File: src/rtl/ist_pkg.sv
// rtl/ist_pkg.sv - shared ist datatypes, field offsets and t compare helper
package ist_pkg;

    localparam int RID_W        = 4;
    localparam int CNT_W        = 8;
    localparam int T_W          = 32;

    // Offsets of the response fields relative to the end of the rid field.
    localparam int HIT_OFS      = 0;
    localparam int T_OFS        = 1;
    localparam int U_OFS        = T_OFS + T_W;
    localparam int V_OFS        = U_OFS + T_W;
    localparam int RESP_EXTRA_W = 1 + 3 * T_W;
    localparam int JOB_EXTRA_W  = T_W;

    typedef struct packed {
        logic [T_W-1:0]   v;
        logic [T_W-1:0]   u;
        logic [T_W-1:0]   t;
        logic             hit;
        logic [RID_W-1:0] rid;
    } ist_resp_t;

    typedef struct packed {
        logic [T_W-1:0]   t_max;
        logic [CNT_W-1:0] cnt;
        logic [RID_W-1:0] rid;
    } ist_job_t;

    // t is a non-negative IEEE single, so integer ordering matches float ordering.
    function automatic logic t_lt(input logic [T_W-1:0] a, input logic [T_W-1:0] b);
        return a < b;
    endfunction

endpackage

File: src/rtl/stream_out_reg.sv
// rtl/stream_out_reg.sv - one-entry valid/ready pipeline register
module stream_out_reg #(
    parameter int W = 8
) (
    input  logic         clk,
    input  logic         rst,
    input  logic         in_vld,
    output logic         in_rdy,
    input  logic [W-1:0] in_dat,
    output logic         out_vld,
    input  logic         out_rdy,
    output logic [W-1:0] out_dat
);

    assign in_rdy = !rst && (!out_vld || out_rdy);

    always_ff @(posedge clk) begin
        if (rst) begin
            out_vld <= 1'b0;
            out_dat <= '0;
        end else if (in_rdy) begin
            out_vld <= in_vld;
            if (in_vld) begin
                out_dat <= in_dat;
            end
        end
    end

endmodule

File: src/rtl/ist_hit_reduce.sv
// rtl/ist_hit_reduce.sv - per-ray closest-hit reduction of the ist response stream
module ist_hit_reduce
    import ist_pkg::*;
#(
    parameter int RID_WIDTH = 4,
    parameter int CNT_WIDTH = 8
) (
    input  logic                                    clk,
    input  logic                                    rst,
    input  logic                                    job_vld,
    output logic                                    job_rdy,
    input  logic [RID_WIDTH+CNT_WIDTH+JOB_EXTRA_W-1:0] job_dat,
    input  logic                                    ist_resp_stream_rsc_vld,
    output logic                                    ist_resp_stream_rsc_rdy,
    input  logic [RID_WIDTH+RESP_EXTRA_W-1:0]       ist_resp_stream_rsc_dat,
    output logic                                    hit_vld,
    input  logic                                    hit_rdy,
    output logic [RID_WIDTH+RESP_EXTRA_W-1:0]       hit_dat,
    output logic                                    err
);

    localparam int N  = 2 ** RID_WIDTH;
    localparam int DW = RID_WIDTH + RESP_EXTRA_W;

    logic [N-1:0]           busy;
    logic [N-1:0]           found;
    logic [CNT_WIDTH-1:0]   rem    [N];
    logic [T_W-1:0]         best_t [N];
    logic [T_W-1:0]         best_u [N];
    logic [T_W-1:0]         best_v [N];

    logic [RID_WIDTH-1:0]   j_rid;
    logic [CNT_WIDTH-1:0]   j_cnt;
    logic [T_W-1:0]         j_tmax;
    logic [RID_WIDTH-1:0]   r_rid;
    logic                   r_hit;
    logic [T_W-1:0]         r_t;
    logic [T_W-1:0]         r_u;
    logic [T_W-1:0]         r_v;

    assign j_rid  = job_dat[0 +: RID_WIDTH];
    assign j_cnt  = job_dat[RID_WIDTH +: CNT_WIDTH];
    assign j_tmax = job_dat[RID_WIDTH + CNT_WIDTH +: T_W];
    assign r_rid  = ist_resp_stream_rsc_dat[0 +: RID_WIDTH];
    assign r_hit  = ist_resp_stream_rsc_dat[RID_WIDTH + HIT_OFS];
    assign r_t    = ist_resp_stream_rsc_dat[RID_WIDTH + T_OFS +: T_W];
    assign r_u    = ist_resp_stream_rsc_dat[RID_WIDTH + U_OFS +: T_W];
    assign r_v    = ist_resp_stream_rsc_dat[RID_WIDTH + V_OFS +: T_W];

    logic          o_in_vld;
    logic          o_in_rdy;
    logic [DW-1:0] o_in_dat;

    logic          resp_fire;
    logic          resp_live;
    logic          resp_last;
    logic          job_fire;
    logic          job_empty;
    logic          upd;
    logic          nxt_found;
    logic [T_W-1:0] nxt_t;
    logic [T_W-1:0] nxt_u;
    logic [T_W-1:0] nxt_v;

    // Reduction result including the response being accepted this cycle.
    assign upd       = r_hit && t_lt(r_t, best_t[r_rid]);
    assign nxt_found = found[r_rid] || upd;
    assign nxt_t     = upd ? r_t : best_t[r_rid];
    assign nxt_u     = upd ? r_u : best_u[r_rid];
    assign nxt_v     = upd ? r_v : best_v[r_rid];

    assign ist_resp_stream_rsc_rdy = o_in_rdy;
    assign resp_fire = ist_resp_stream_rsc_vld && o_in_rdy;
    assign resp_live = resp_fire && busy[r_rid];
    assign resp_last = resp_live && (rem[r_rid] == CNT_WIDTH'(1));

    // A completing response owns the output register, so it blocks any job that cycle.
    assign job_rdy   = o_in_rdy && !busy[j_rid] && !resp_last;
    assign job_fire  = job_vld && job_rdy;
    assign job_empty = (j_cnt == '0);

    always_comb begin
        o_in_vld = resp_last || (job_fire && job_empty);
        o_in_dat = '0;
        if (resp_last) begin
            o_in_dat[0 +: RID_WIDTH] = r_rid;
            if (nxt_found) begin
                o_in_dat[RID_WIDTH + HIT_OFS]      = 1'b1;
                o_in_dat[RID_WIDTH + T_OFS +: T_W] = nxt_t;
                o_in_dat[RID_WIDTH + U_OFS +: T_W] = nxt_u;
                o_in_dat[RID_WIDTH + V_OFS +: T_W] = nxt_v;
            end
        end else begin
            o_in_dat[0 +: RID_WIDTH] = j_rid;
        end
    end

    always_ff @(posedge clk) begin
        if (rst) begin
            busy  <= '0;
            found <= '0;
            err   <= 1'b0;
        end else begin
            if (resp_fire && !busy[r_rid]) begin
                err <= 1'b1;
            end
            if (resp_live) begin
                rem[r_rid]    <= rem[r_rid] - CNT_WIDTH'(1);
                best_t[r_rid] <= nxt_t;
                best_u[r_rid] <= nxt_u;
                best_v[r_rid] <= nxt_v;
                found[r_rid]  <= nxt_found;
                if (resp_last) begin
                    busy[r_rid] <= 1'b0;
                end
            end
            // The job only ever targets an idle entry, so it never collides with resp_live.
            if (job_fire && !job_empty) begin
                busy[j_rid]   <= 1'b1;
                rem[j_rid]    <= j_cnt;
                best_t[j_rid] <= j_tmax;
                best_u[j_rid] <= '0;
                best_v[j_rid] <= '0;
                found[j_rid]  <= 1'b0;
            end
        end
    end

    stream_out_reg #(
        .W(DW)
    ) u_out_reg (
        .clk     (clk),
        .rst     (rst),
        .in_vld  (o_in_vld),
        .in_rdy  (o_in_rdy),
        .in_dat  (o_in_dat),
        .out_vld (hit_vld),
        .out_rdy (hit_rdy),
        .out_dat (hit_dat)
    );

endmodule

File: config.mk
export PLATFORM = sky130hd
export DESIGN_NAME = ist_hit_reduce
export DESIGN_NICKNAME = d
export VERILOG_FILES = /design/src/rtl/ist_pkg.sv /design/src/rtl/stream_out_reg.sv /design/src/rtl/ist_hit_reduce.sv
export SDC_FILE = /design/constraint.sdc
export NUM_CORES = 2
export LEC_CHECK = 0
export CAP_MARGIN = 20
export CORE_MARGIN = 2
export CORE_UTILIZATION = 30
export CTS_CLUSTER_SIZE = 28
export DETAILED_ROUTE_END_ITERATION = 12
export DONT_BUFFER_PORTS = 1
export PLACE_DENSITY_LB_ADDON = 0.15
export SLEW_MARGIN = 20
export SYNTH_ARGS = -nofsm -noshare
export SYNTH_HDL_FRONTEND = slang
export SYNTH_SLANG_ARGS = --single-unit
File: constraint.sdc
create_clock -name clk -period 11.11 [get_ports clk]
set_input_delay 0.5555 -clock clk [delete_from_list [all_inputs] [get_ports clk]]
set_output_delay 0.5555 -clock clk [all_outputs]
set_load 0.02 [all_outputs]
==> impl_metrics.toml <==
[status]
status = "finished, violations left"
violations = "max-slew violations"

[sta]
setup_ws_ns = 3.73
setup_viol = 0
min_period_ns = 7.38
fin_setup_tns_ns = 0
holdWs_ns = 0.0582
rsz0062_at_grt = "no"
final_hold_viol_count = 0
slew-limit-headroom_pct = -2.78
tightest_slew_ns = 1.54
finalMaxSlewViolations = 70
fmax_mhz = 135
finClkSkew_ns = 0.0321
fin_crit_sh_pct = 66.4

[finish]
design_area_mm2 = 0.0878
drive_above_1_share_pct = 16.4
multi_input_area_mm2 = 0.0324
nFillCells = 25600
fin_util_pct = 33.9
fin_nets = 6788
seq_area_mm2 = 0.0424
syn2layout_area_growth_pct = 12.7
final_cells = 10200

[drt]
wirelength_um = 303000
drt_iter0_markers = 6224
ant_nets = 0
drt_pre_antenna_iters = 6
drc = 0
wire_per_inst_um = 29.7
vias = 56800
vias_per_cell = 5.58

[worst_hold_path]
worstHoldPathCells = 2
min_path_type = "in -> reg"
hold-path-endpoint = "u_out_reg.out_dat[69]"
hold_start = "ist_resp_stream_rsc_dat[69]"

[worst_setup_path]
critPathKind = "in -> reg"
crit_required_ns = 11.79
cp_slowest_cell = "mux2i_2"
start_kind = "primary input"
crit_arrival_ns = 8.06
cp_cell_sequence = "buf_16 > buf_16 > buf_16 > mux4_2 > mux4_2 > inv_1 > ha_1 > nand3_1 > nor2_1 > nand4_1 > a311o_1 > nand2_8 > buf_4 > mux2i_2 > o21ai_0"
crit_fanout = 97
r2r_slack_ns = 5.18
slowest_delay_ns = 1.01
reg2regPathDepth = 12
r2r_end = "best_u[12][20]"
crit_path_end_kind = "flip-flop"
cp_common_cell = "buf_16"
r2r-start = "best_t[11][17]"

[logic_synthesis]
synthDistinctLibCells = 56
ys_seq_elements = 1799
syn_area_mm2 = 0.0780
synth_common_cells = "dfxtp_1 (1159), o21ai_0 (990), nand3_1 (967)"
synth-async-reset-ratio_pct = 0
dominantRegCellSynth = "dfxtp_1"
ys_warn_count = 0
syn_nets = 7219
synth_top_area_share_pct = 29.8
seq_area_frac_synth_pct = 54.4
synth.area.top_cells = "dfxtp_1 (30%), edfxtp_1 (25%), mux4_2 (15%)"
synth-edff-count = 640
yosys.cell_count.top_type = "dfxtp_1"
yosysTopAreaCell = "dfxtp_1"
avgSynthCellArea_um2 = 11.1
syn_inst = 7036

[clock_tree]
cts_tree = "yes"
clock_path_buffers = 3
cts_resized = 0
cts_setup_buffers = 0
clk_latency_ns = 0.86
cts.sinks = 1799
htreeDepth = 4
cts_buffers = 200
clock_tree.root_cell = "clkbuf_16"
ctsHoldBuffers = 61
clkTransAtPathRegs_ns = 0.06

[die]
die_h_um = 514
core_mm2 = 0.259
num_rows = 187
die_w_um = 514
initial_core_util_pct = 30.1
die-area_mm2 = 0.264
num_io_pins = 255

[placed_design]
dpl.hpwl_um = 142000
gp_congestion = 0.737
placed_cells = 9736
port_buffers = 0
place_area_mm2 = 0.0803
pre_cts_ws_ns = 4.47

[global_routing]
grt_max_degree = 433
first_global_vias = 55100
grt_pass1_wl_um = 428000
grt_overflow = 0
gr-usage-all-layers_pct = 22.5
antenna_found_initial = 43

[power_and_ir_drop]
powerDensity_mw_per_mm2 = 168
p_leak_nw = 29.5
totalPowerFinal_mw = 14.8
vdd_ir_drop_max_v = 0.000167

[job]
cap_violations = 0
-- where the power goes --
group,switching [mW],internal (mW)
combinational,0.645,0.412
clock,2.93,3.82
sequential,0.0183,6.95
-- layer usage --
metal,vias up,part of all wire (%),global-route usage [%]
met5,-,0.050,0
met4,24,2.3,5.22
met3,456,7.5,4.41
met2,2263,48,37.8
met1,28900,42,29.6
li1,25200,-,-
-- cells by family (layout without fill, tap and decap cells) --
group	Yosys count	count (layout)	share of synthesized area [%]
muxes	638	638	16.8
other	0	14	0
DFF	1799	1799	54.4
and+or+nand+nor	1788	1788	10.5
xor gates and xnor gates	6	6	0.0674
adders and majority gates	33	33	0.530
AOI/OAI and AO/OA	1906	1906	12.9
buffers and inverters	866	607	4.76
-- flip-flops by register name (all words and copies together), names as in the netlist --
register / flops
found: 16
best_t: 512
busy: 16
rem: 128
u_out_reg.out_vld: 1
err: 1
u_out_reg.out_dat: 101
best_v: 512
best_u: 512
-- worst max-delay path, delay by kind of cell --
kind            cells  cell delay [ns]
compound gates      2             0.85
fa+ha+maj           1             0.14
buf+inv             5             2.48
mux                 3             2.15
simple gates        4             1.37
-- cell usage in the layout (no fill, tap or decap), types with 14 or more instances in the layout --
cell type,instances
nor2_1,663
nor2b_1,14
nor3_1,30
nand3_1,963
clkinv_2,35
o21ai_1,37
o2bb2ai_1,96
nand2_1,34
ha_1,33
mux4_2,529
diode_2,14
nand2_4,29
o21ai_4,16
dfxtp_1,1159
o21ai_0,990
mux2i_2,59
inv_1,37
edfxtp_1,640
clkinv_1,17
mux2i_1,45
clkbuf_16,202
buf_4,114
clkbuf_8,44
o211ai_1,17
dlygate4sd3_1,61
a21oi_1,714
clkbuf_1,44
-- worst max-delay path by stage --
stage | endpoint | startpoint | cells past startpoint
after global placement | best_v[8][30] | ist_resp_stream_rsc_dat[0] | 12
after global routing | best_t[2][27] | ist_resp_stream_rsc_dat[0] | 15
after floorplan | best_t[10][0] | ist_resp_stream_rsc_dat[1] | 20
after CTS | best_u[15][3] | best_t[11][17] | 12
final | best_u[12][20] | ist_resp_stream_rsc_dat[0] | 15
after detailed placement | best_u[4][3] | ist_resp_stream_rsc_dat[0] | 12
-- area by class of cell --
cell class	instances	area share, %
timing repair buffer	195	2.14
sequential	1799	48.3
clock inverter	84	0.966
antenna	14	0.0399
tap	3402	4.85
multi-input combinational	4371	36.9
clock buffer	290	6.63
inverter	38	0.162
No activity file was read; power rests on OpenSTA's default activity.
